===== config.mk =====
export PLATFORM = sky130hd
export DESIGN_NAME = intn_fp16_unpack_seq
export DESIGN_NICKNAME = d
export VERILOG_FILES = /design/src/rtl/intn_fp16_pkg.sv /design/src/rtl/intN_to_fp16.sv /design/src/rtl/intn_fp16_unpack_seq.sv
export SDC_FILE = /design/constraint.sdc
export NUM_CORES = 1
export LEC_CHECK = 0
export ABC_AREA = 1
export BUFFER_PORTS_ARGS = -buffer_cell sky130_fd_sc_hd__buf_4
export CORE_MARGIN = 2
export CORE_UTILIZATION = 52
export DETAILED_ROUTE_END_ITERATION = 12
export GPL_TIMING_DRIVEN = 0
export PLACE_DENSITY = 0.81
export SLEW_MARGIN = 5
export SYNTH_ARGS = -nofsm -noshare
export SYNTH_HDL_FRONTEND = slang
export SYNTH_SLANG_ARGS = --single-unit

===== constraint.sdc =====
create_clock -name clk_i -period 3.4 [get_ports clk_i]
set_input_delay 0.68 -clock clk_i [delete_from_list [all_inputs] [get_ports clk_i]]
set_output_delay 0.68 -clock clk_i [all_outputs]
set_load 0.005 [all_outputs]

===== src/rtl/intn_fp16_pkg.sv =====
// rtl/intn_fp16_pkg.sv - shared constants and FSM state type for the intN to FP16 unpacker
package intn_fp16_pkg;

    localparam int FP16_WIDTH = 16;
    localparam logic [FP16_WIDTH-1:0] FP16_POS_ONE = 16'h3C00;
    localparam logic [FP16_WIDTH-1:0] FP16_NEG_ONE = 16'hBC00;

    typedef enum logic {
        IDLE = 1'b0,
        CONV = 1'b1
    } seq_state_e;

endpackage


===== src/rtl/intN_to_fp16.sv =====
// rtl/intN_to_fp16.sv - exact conversion of one signed INT_WIDTH-bit integer to FP16
module intN_to_fp16
    import intn_fp16_pkg::*;
#(
    parameter int INT_WIDTH = 4
) (
    input  logic [INT_WIDTH-1:0]  int_i,
    output logic [FP16_WIDTH-1:0] fp16_o
);

    // One extra bit so the magnitude of the most negative value still fits.
    localparam int MW = INT_WIDTH + 1;

    logic          sign;
    logic [MW-1:0] mag;
    logic [3:0]    msb;
    logic [4:0]    expo;
    logic [9:0]    mant;

    // Sign/magnitude split, leading-one search and normalisation; all inputs are exact in FP16.
    always_comb begin
        fp16_o = '0;
        sign   = 1'b0;
        mag    = '0;
        msb    = '0;
        expo   = '0;
        mant   = '0;
        if (INT_WIDTH == 1) begin
            // A single bit encodes +1/-1, never zero.
            fp16_o = int_i[0] ? FP16_POS_ONE : FP16_NEG_ONE;
        end else begin
            sign = int_i[INT_WIDTH-1];
            mag  = {int_i[INT_WIDTH-1], int_i};
            if (sign) begin
                mag = ~mag + MW'(1);
            end
            for (int b = 0; b < MW; b++) begin
                if (mag[b]) begin
                    msb = 4'(b);
                end
            end
            expo = 5'd15 + {1'b0, msb};
            mant = 10'(11'(mag) << (4'd10 - msb));
            if (mag != '0) begin
                fp16_o = {sign, expo, mant};
            end
        end
    end

endmodule


===== src/rtl/intn_fp16_unpack_seq.sv =====
// rtl/intn_fp16_unpack_seq.sv - streams one packed intN word out as FP16 beats of LANES lanes
module intn_fp16_unpack_seq
    import intn_fp16_pkg::*;
#(
    parameter int INT_WIDTH = 4,
    parameter int IN_WIDTH  = 64,
    parameter int LANES     = 4
) (
    input  logic                        clk_i,
    input  logic                        rst_i,
    input  logic [IN_WIDTH-1:0]         in_data_i,
    input  logic                        in_valid_i,
    output logic                        in_ready_o,
    output logic [FP16_WIDTH*LANES-1:0] out_data_o,
    output logic                        out_valid_o,
    input  logic                        out_ready_i,
    output logic                        out_last_o,
    output logic                        busy_o
);

    localparam int NUM_ELEMS = IN_WIDTH / INT_WIDTH;
    localparam int BEATS     = NUM_ELEMS / LANES;
    localparam int BEAT_W    = (BEATS > 1) ? $clog2(BEATS) : 1;
    localparam int LANE_BITS = LANES * INT_WIDTH;

    if (INT_WIDTH < 1 || INT_WIDTH > 4) begin : g_bad_int_width
        $error("INT_WIDTH must be in 1..4");
    end
    if (IN_WIDTH % INT_WIDTH != 0) begin : g_bad_in_width
        $error("IN_WIDTH must be a multiple of INT_WIDTH");
    end
    if (NUM_ELEMS % LANES != 0) begin : g_bad_lanes
        $error("IN_WIDTH/INT_WIDTH must be a multiple of LANES");
    end

    seq_state_e            state_q, state_d;
    logic [IN_WIDTH-1:0]   word_q, word_d;
    logic [BEAT_W-1:0]     beat_q, beat_d;
    logic                  is_last;
    logic [LANE_BITS-1:0]  beat_word;

    assign is_last = (beat_q == BEAT_W'(BEATS - 1));

    // The current beat's elements, shifted down so lane l sits at a constant offset.
    assign beat_word = LANE_BITS'(word_q >> (32'(beat_q) * 32'(LANE_BITS)));

    for (genvar l = 0; l < LANES; l++) begin : g_lane
        intN_to_fp16 #(
            .INT_WIDTH(INT_WIDTH)
        ) u_conv (
            .int_i (beat_word[l*INT_WIDTH +: INT_WIDTH]),
            .fp16_o(out_data_o[l*FP16_WIDTH +: FP16_WIDTH])
        );
    end

    // State, held word and beat index; reset discards any word in flight.
    always_ff @(posedge clk_i or posedge rst_i) begin
        if (rst_i) begin
            state_q <= IDLE;
            word_q  <= '0;
            beat_q  <= '0;
        end else begin
            state_q <= state_d;
            word_q  <= word_d;
            beat_q  <= beat_d;
        end
    end

    // Next state and handshake outputs; input is only accepted in IDLE or on the last-beat handshake.
    always_comb begin
        state_d     = state_q;
        word_d      = word_q;
        beat_d      = beat_q;
        in_ready_o  = 1'b0;
        out_valid_o = 1'b0;
        out_last_o  = 1'b0;
        busy_o      = 1'b0;
        case (state_q)
            IDLE: begin
                in_ready_o = 1'b1;
                if (in_valid_i) begin
                    word_d  = in_data_i;
                    beat_d  = '0;
                    state_d = CONV;
                end
            end
            CONV: begin
                out_valid_o = 1'b1;
                busy_o      = 1'b1;
                out_last_o  = is_last;
                if (out_ready_i) begin
                    if (!is_last) begin
                        beat_d = beat_q + BEAT_W'(1);
                    end else begin
                        in_ready_o = 1'b1;
                        if (in_valid_i) begin
                            word_d = in_data_i;
                            beat_d = '0;
                        end else begin
                            state_d = IDLE;
                        end
                    end
                end
            end
            default: begin
                state_d = IDLE;
            end
        endcase
    end

endmodule

==> results of run 1 <==
-- per-layer routing --
metal	global-route usage [%]	wire length, um	up-vias	share of wire, %
met3	4.27	1450	91	9.3
met2	48.7	7680	345	49
met5	0	0	-	0
met1	34.4	5540	2222	36
met4	13.8	852	0	5.5
li1	-	-	2007	-
-- worst reg2reg max path, stage by stage (launching register included) --
cell     delay, ns
dfrtp_1       0.41
buf_4         0.14
ha_1          0.20
inv_1         0.09
o21ai_0       0.12
nand2_1       0.16
buf_2         0.28
buf_1         0.44
a21oi_1       0.18
-- cells by family (layout without fill, tap and decap cells) --
logic type	after synthesis	in the layout	synth area share, %
simple gates	233	233	25.6
buf+inv	100	282	13.1
flops	67	67	38.6
other cells	2	32	0.173
mux	51	51	13.2
compound gates	42	42	5.48
fa+ha+maj	13	13	3.75
-- how the worst max path moves through the flow --
stage	start	end	slack, ns
5_1_grt	beat_q[0]$_DFFE_PP0N_	out_data_o[57]	-0.35
3_5_place_dp	beat_q[1]$_DFFE_PP0N_	out_data_o[8]	-0.05
6_report	beat_q[0]$_DFFE_PP0N_	out_data_o[57]	-0.23
3_3_place_gp	beat_q[1]$_DFFE_PP0N_	out_data_o[8]	0.04
2_1_floorplan	beat_q[0]$_DFFE_PP0N_	out_data_o[8]	0.38
4_1_cts	beat_q[0]$_DFFE_PP0N_	out_data_o[8]	-0.01
-- layout make-up --
cell class | instances | area share [%]
clock buffer | 10 | 2.05
clock inverter | 6 | 0.616
inverter | 53 | 3.79
sequential | 67 | 25.0
buffer | 47 | 5.92
timing repair buffer | 166 | 19.3
tap | 105 | 1.96
multi-input combinational | 371 | 41.4
-- metrics by stage --
| step | setup TNS [ns] | cells | hold slack [ns] |
|---|---|---|---|
| detailed placement | -0.0523 | 750 | 0.494 |
| floorplan | 0 | 538 | 0.478 |
| finish | -1.20 | 825 | 0.497 |
| global route | -3.74 | 825 | 0.530 |
| CTS | -0.0245 | 807 | 0.509 |
| global placement | 0 | 750 | 0.487 |
-- what timing repair did --
item,4_1_cts,5_1_grt
buffers inserted,40,18
gates cloned,1,1
pin swaps,23,50
gates resized for setup,76,85
endpoints found under the setup margin,24,29
-- registers in the layout (all words and copies together) (netlist names) --
| name | flops |
|---|---|
| state_q | 1 |
| beat_q | 2 |
| word_q | 64 |
-- layout by cell type, fill, tap and decap left out, types with 3 or more instances in the layout --
cell,Yosys,final
buf_4,31,191
nand2_1,114,86
dfrtp_1,67,67
mux2_2,50,50
nand2_2,12,33
nor2_1,40,32
conb_1,2,32
inv_1,45,29
nand3_1,44,23
nand3_2,6,23
a21oi_1,26,19
inv_4,2,12
ha_4,0,11
nor2_4,2,10
clkbuf_8,0,10
inv_2,5,9
nand2_4,1,8
a21oi_2,1,8
buf_2,8,7
buf_8,1,6
buf_6,6,5
o211ai_1,5,5
nand3_4,1,5
nor3_2,0,3
nor2_2,3,3
nor4_4,3,3
clkinvlp_4,0,3
-- synth_stat cells, types with 4 or more instances --
library cell and number:
nor3_1 5, buf_6 6, nand3_1 44, o211ai_1 5, a21oi_1 26, nand2_1 114, nand2_2 12, mux2_2 50
nor2_1 40, o21ai_0 4, buf_2 8, inv_1 45, nand3_2 6, dfrtp_1 67, buf_4 31, ha_1 13
inv_2 5
==> results_dict.tcl, run 1 <==
set metrics [dict create \
    reg2reg_depth 8 \
    nets 796 \
    clk-insertion-delay-late_ns 0.35 \
    ys_seq_area_share_pct 38.6 \
    final_util_pct 82.4 \
    root_buffer "clkbuf_8" \
    wirelength_mm 15.5 \
    fin_ws_ns -0.228 \
    cts.sinks 67 \
    firstDrtPassIters 5 \
    gp_congestion 1.00 \
    period_minus_slack_ns 3.63 \
    pre_cts_slack_ns -0.0523 \
    crit_fanout 5 \
    die_w_um 95.4 \
    ys_async_sr_fraction_pct 100 \
    cp_top_family "simple AND/OR/NAND/NOR gates" \
    yosys_warnings 0 \
    yosys_most_used_dff "dfrtp_1" \
    ys_top_cells_by_area "dfrtp_1 (39%), mux2_2 (13%), nand2_1 (9.9%)" \
    yosys.area.top_type "dfrtp_1" \
    finalCritPeriodShare_pct 107 \
    relSlewSlack_pct 44.6 \
    cpPeakStageDelay_ns 0.38 \
    r2r-start "beat_q[0]$_DFFE_PP0N_" \
    cts_buffers 9 \
    cp_cell_sequence "buf_6 -> buf_6 -> nand2_1 -> o21ai_1 -> nand2_1 -> nand2_2 -> inv_2 -> ha_4 -> inv_2 -> nand3_2 -> nand3_2 -> nand3_2 -> nand2_2 -> inv_2 -> ha_4 -> inv_2 -> a21oi_2 -> nand2_1 -> a21oi_2 -> buf_4" \
    antenna_left 0 \
    die_area_um2 9090 \
    fin_area_um2 6710 \
    rsz0062_at_grt "true" \
    cts_hold_buf 0 \
    cp_num_cells 20 \
    fmax_mhz 276 \
    cp_data_required_time_ns 2.72 \
    wl_per_cell_um 18.8 \
    antenna_found_initial 0 \
    cp-start-kind "flip-flop" \
    outcome "finished with violations" \
    clock_skew_ns 0.00562 \
    grt_usage_pct 28.2 \
    rows 33 \
    path_class "reg2out" \
    grt_pass1_wl_mm 19.6 \
    grt_pass1_vias 4073 \
    final-hold-violation-count 0 \
    cp_slowest_cell "dfrtp_1" \
    cts_tree "built" \
    fillCellCount 440 \
    route.detailed.drc 0 \
    core_um2 8130 \
    ios 136 \
    io_buffer_count 107 \
    r2r-end "word_q[43]$_DFFE_PP0P_" \
    cp-end-kind "output pin" \
    via_per_inst 5.65 \
    syn_area_um2 4340 \
    violations "negative setup slack" \
    drtIter0Drc 397 \
    drive_above_1_share_pct 58.1 \
    synth_edf_count 0 \
    ys_types 36 \
    clkTransAtPathRegs_ns 0.08 \
    path_buf_inv 7 \
    area_growth_pct 54.5 \
    dr_total_vias 4665 \
    regArea_um2 1680 \
    grt-ovfl-total 0 \
    finalSetupViolCount 15 \
    synth_seq_cells 67 \
    cts_buffer_depth 2 \
    n_antenna_cell 0 \
    multi_input_area_um2 2770 \
    die_h_um 95.4 \
    max_cap_violations 0 \
    post_dp_cell_area_um2 5390 \
    grt_max_degree 68 \
    initial_core_util_pct 53.3 \
    rrSetupSlack_ns 1.23 \
    finalMaxSlewViolations 0 \
    crit_path_frequent_cell "inv_2" \
    synthCells 508 \
    arrival_ns 2.95 \
    htreeDepth 3 \
    avgSynthCellArea_um2 8.54 \
    synth.top_cell.area_share_pct 38.6 \
    worstMarginPinSlew_ns 0.831 \
    min_path_type "in2async" \
    hpwl_mm 7.82 \
]
Power of run 1 is left out: the tool's default activity adds up to more than one toggle a clock period on the data nets, which glitch-free logic cannot reach.
==> run 2: changes to the inputs <==
--- a/config.mk
+++ b/config.mk
@@ -6,12 +6,11 @@
 export NUM_CORES = 1
 export LEC_CHECK = 0
 export ABC_AREA = 1
-export BUFFER_PORTS_ARGS = -buffer_cell sky130_fd_sc_hd__buf_4
-export CORE_MARGIN = 2
-export CORE_UTILIZATION = 52
+export CORE_UTILIZATION = 61
 export DETAILED_ROUTE_END_ITERATION = 12
+export DONT_BUFFER_PORTS = 1
 export GPL_TIMING_DRIVEN = 0
-export PLACE_DENSITY = 0.81
+export PLACE_DENSITY = 0.77
 export SLEW_MARGIN = 5
 export SYNTH_ARGS = -nofsm -noshare
 export SYNTH_HDL_FRONTEND = slang
==> results_dict.tcl, run 2 (synthesis results as in run 1) <==
set metrics [dict create \
    outcome "finished with violations" \
    violations "negative setup slack" \
    drtIter0Drc 167 \
    n_antenna_cell 0 \
    grt_usage_pct 29.0 \
    cpPeakStageDelay_ns 0.42 \
    cts_buffers 9 \
    fin_area_um2 5410 \
    clock_skew_ns 0.00638 \
    min_path_type "in2async" \
    die_area_um2 7450 \
    final_cell_mix "nand2_1 (99), dfrtp_1 (67), buf_4 (58)" \
    clk-insertion-delay-late_ns 0.35 \
    wl_per_cell_um 16.7 \
    crit_fanout 6 \
    cts_buffer_depth 2 \
    drive_above_1_share_pct 42.9 \
    grt_max_degree 68 \
    cp-end-kind "output pin" \
    final_util_pct 79.1 \
    path_buf_inv 6 \
    max_cap_violations 0 \
    worstMarginPinSlew_ns 0.848 \
    cts.sinks 67 \
    cp_top_family "simple AND/OR/NAND/NOR gates" \
    hpwl_mm 7.01 \
    wirelength_mm 11.3 \
    dr_total_vias 3694 \
    cts_hold_buf 0 \
    die_w_um 86.3 \
    path_class "reg2out" \
    cp_cell_sequence "buf_6 -> buf_4 -> nand2_1 -> o21ai_2 -> nand2_1 -> nand2_2 -> buf_4 -> buf_4 -> nor2_1 -> nand3_2 -> nand2_2 -> inv_2 -> ha_4 -> inv_4 -> a21oi_2 -> nand2_1 -> a21oi_2" \
    htreeDepth 3 \
    antenna_found_initial 0 \
    grt_pass1_wl_mm 16.3 \
    area_growth_pct 24.6 \
    route.detailed.drc 0 \
    antenna_left 0 \
    final-hold-violation-count 0 \
    final_common_cell "nand2_1" \
    top_regs "word_q (64), beat_q (2), state_q (1)" \
    nets 659 \
    rsz0062_at_grt "true" \
    gp_congestion 0.811 \
    die_h_um 86.3 \
    io_buffer_count 0 \
    firstDrtPassIters 6 \
    finalMaxSlewViolations 0 \
    post_dp_cell_area_um2 4570 \
    initial_core_util_pct 63.5 \
    grt-ovfl-total 0 \
    multi_input_area_um2 2550 \
    top_register "word_q" \
    clkTransAtPathRegs_ns 0.07 \
    rows 30 \
    largest_reg_flops 64 \
    ios 136 \
    finalSetupViolCount 3 \
    period_minus_slack_ns 3.44 \
    via_per_inst 5.44 \
    cp-start-kind "flip-flop" \
    fin_ws_ns -0.0376 \
    grt_pass1_vias 3419 \
    fillCellCount 479 \
    cp_slowest_cell "dfrtp_1" \
    arrival_ns 2.76 \
    cts_tree "built" \
    relSlewSlack_pct 43.4 \
    fin_setup_tns_ns -0.0636 \
    cp_data_required_time_ns 2.72 \
    regArea_um2 1680 \
    core_um2 6830 \
    finalCritPeriodShare_pct 101 \
    root_buffer "clkbuf_8" \
    fmax_mhz 291 \
]
==> run 2: final timing paths <==
path	startpoint	endpoint	slack, ns	cells after the start
max	beat_q[0]$_DFFE_PP0N_	out_data_o[57]	-0.04	17
min	rst_i	state_q$_DFF_PP0_	0.33	1
max reg2reg	beat_q[0]$_DFFE_PP0N_	word_q[44]$_DFFE_PP0P_	1.38	7
min reg2reg	word_q[5]$_DFFE_PP0P_	word_q[5]$_DFFE_PP0P_	0.51	1
max in group asynchronous	rst_i	word_q[2]$_DFFE_PP0P_	2.46	1
min in group clk_i	in_valid_i	state_q$_DFF_PP0_	0.44	2
==> run 2: timing repair <==
action / CTS / global route
pin swaps: 22 / 22
setup buffers: 21 / 7
gates resized for setup: 56 / 49
cloned: 1 / 0
setup endpoints to repair: 19 / 23
==> run 2: through the flow <==
stage,worst slack [ns],hold slack (ns),instances
6_report,-0.0376,0.334,679
5_1_grt,-0.159,0.426,679
4_1_cts,-0.00432,0.394,672
3_5_place_dp,0.0552,0.494,634
3_3_place_gp,0.126,0.487,634
2_1_floorplan,0.381,0.478,538
==> run 2: metal layers <==
metal | GRT usage (%) | vias up | part of all wire, %
met5 | 0 | - | 0
met4 | 9.24 | 0 | 2.4
met3 | 8.76 | 33 | 7.4
met2 | 50.9 | 179 | 50
met1 | 33.9 | 1744 | 40
li1 | - | 1738 | -
==> run 2: cell type report <==
class / count / area share, %
buffer: 47 / 7.20
inverter: 53 / 4.42
clock buffer: 15 / 3.45
sequential: 67 / 31.0
clock inverter: 1 / 0.0926
timing repair buffer: 29 / 4.40
multi-input combinational: 371 / 47.2
tap: 96 / 2.22
Power of run 2 is left out for the same reason.
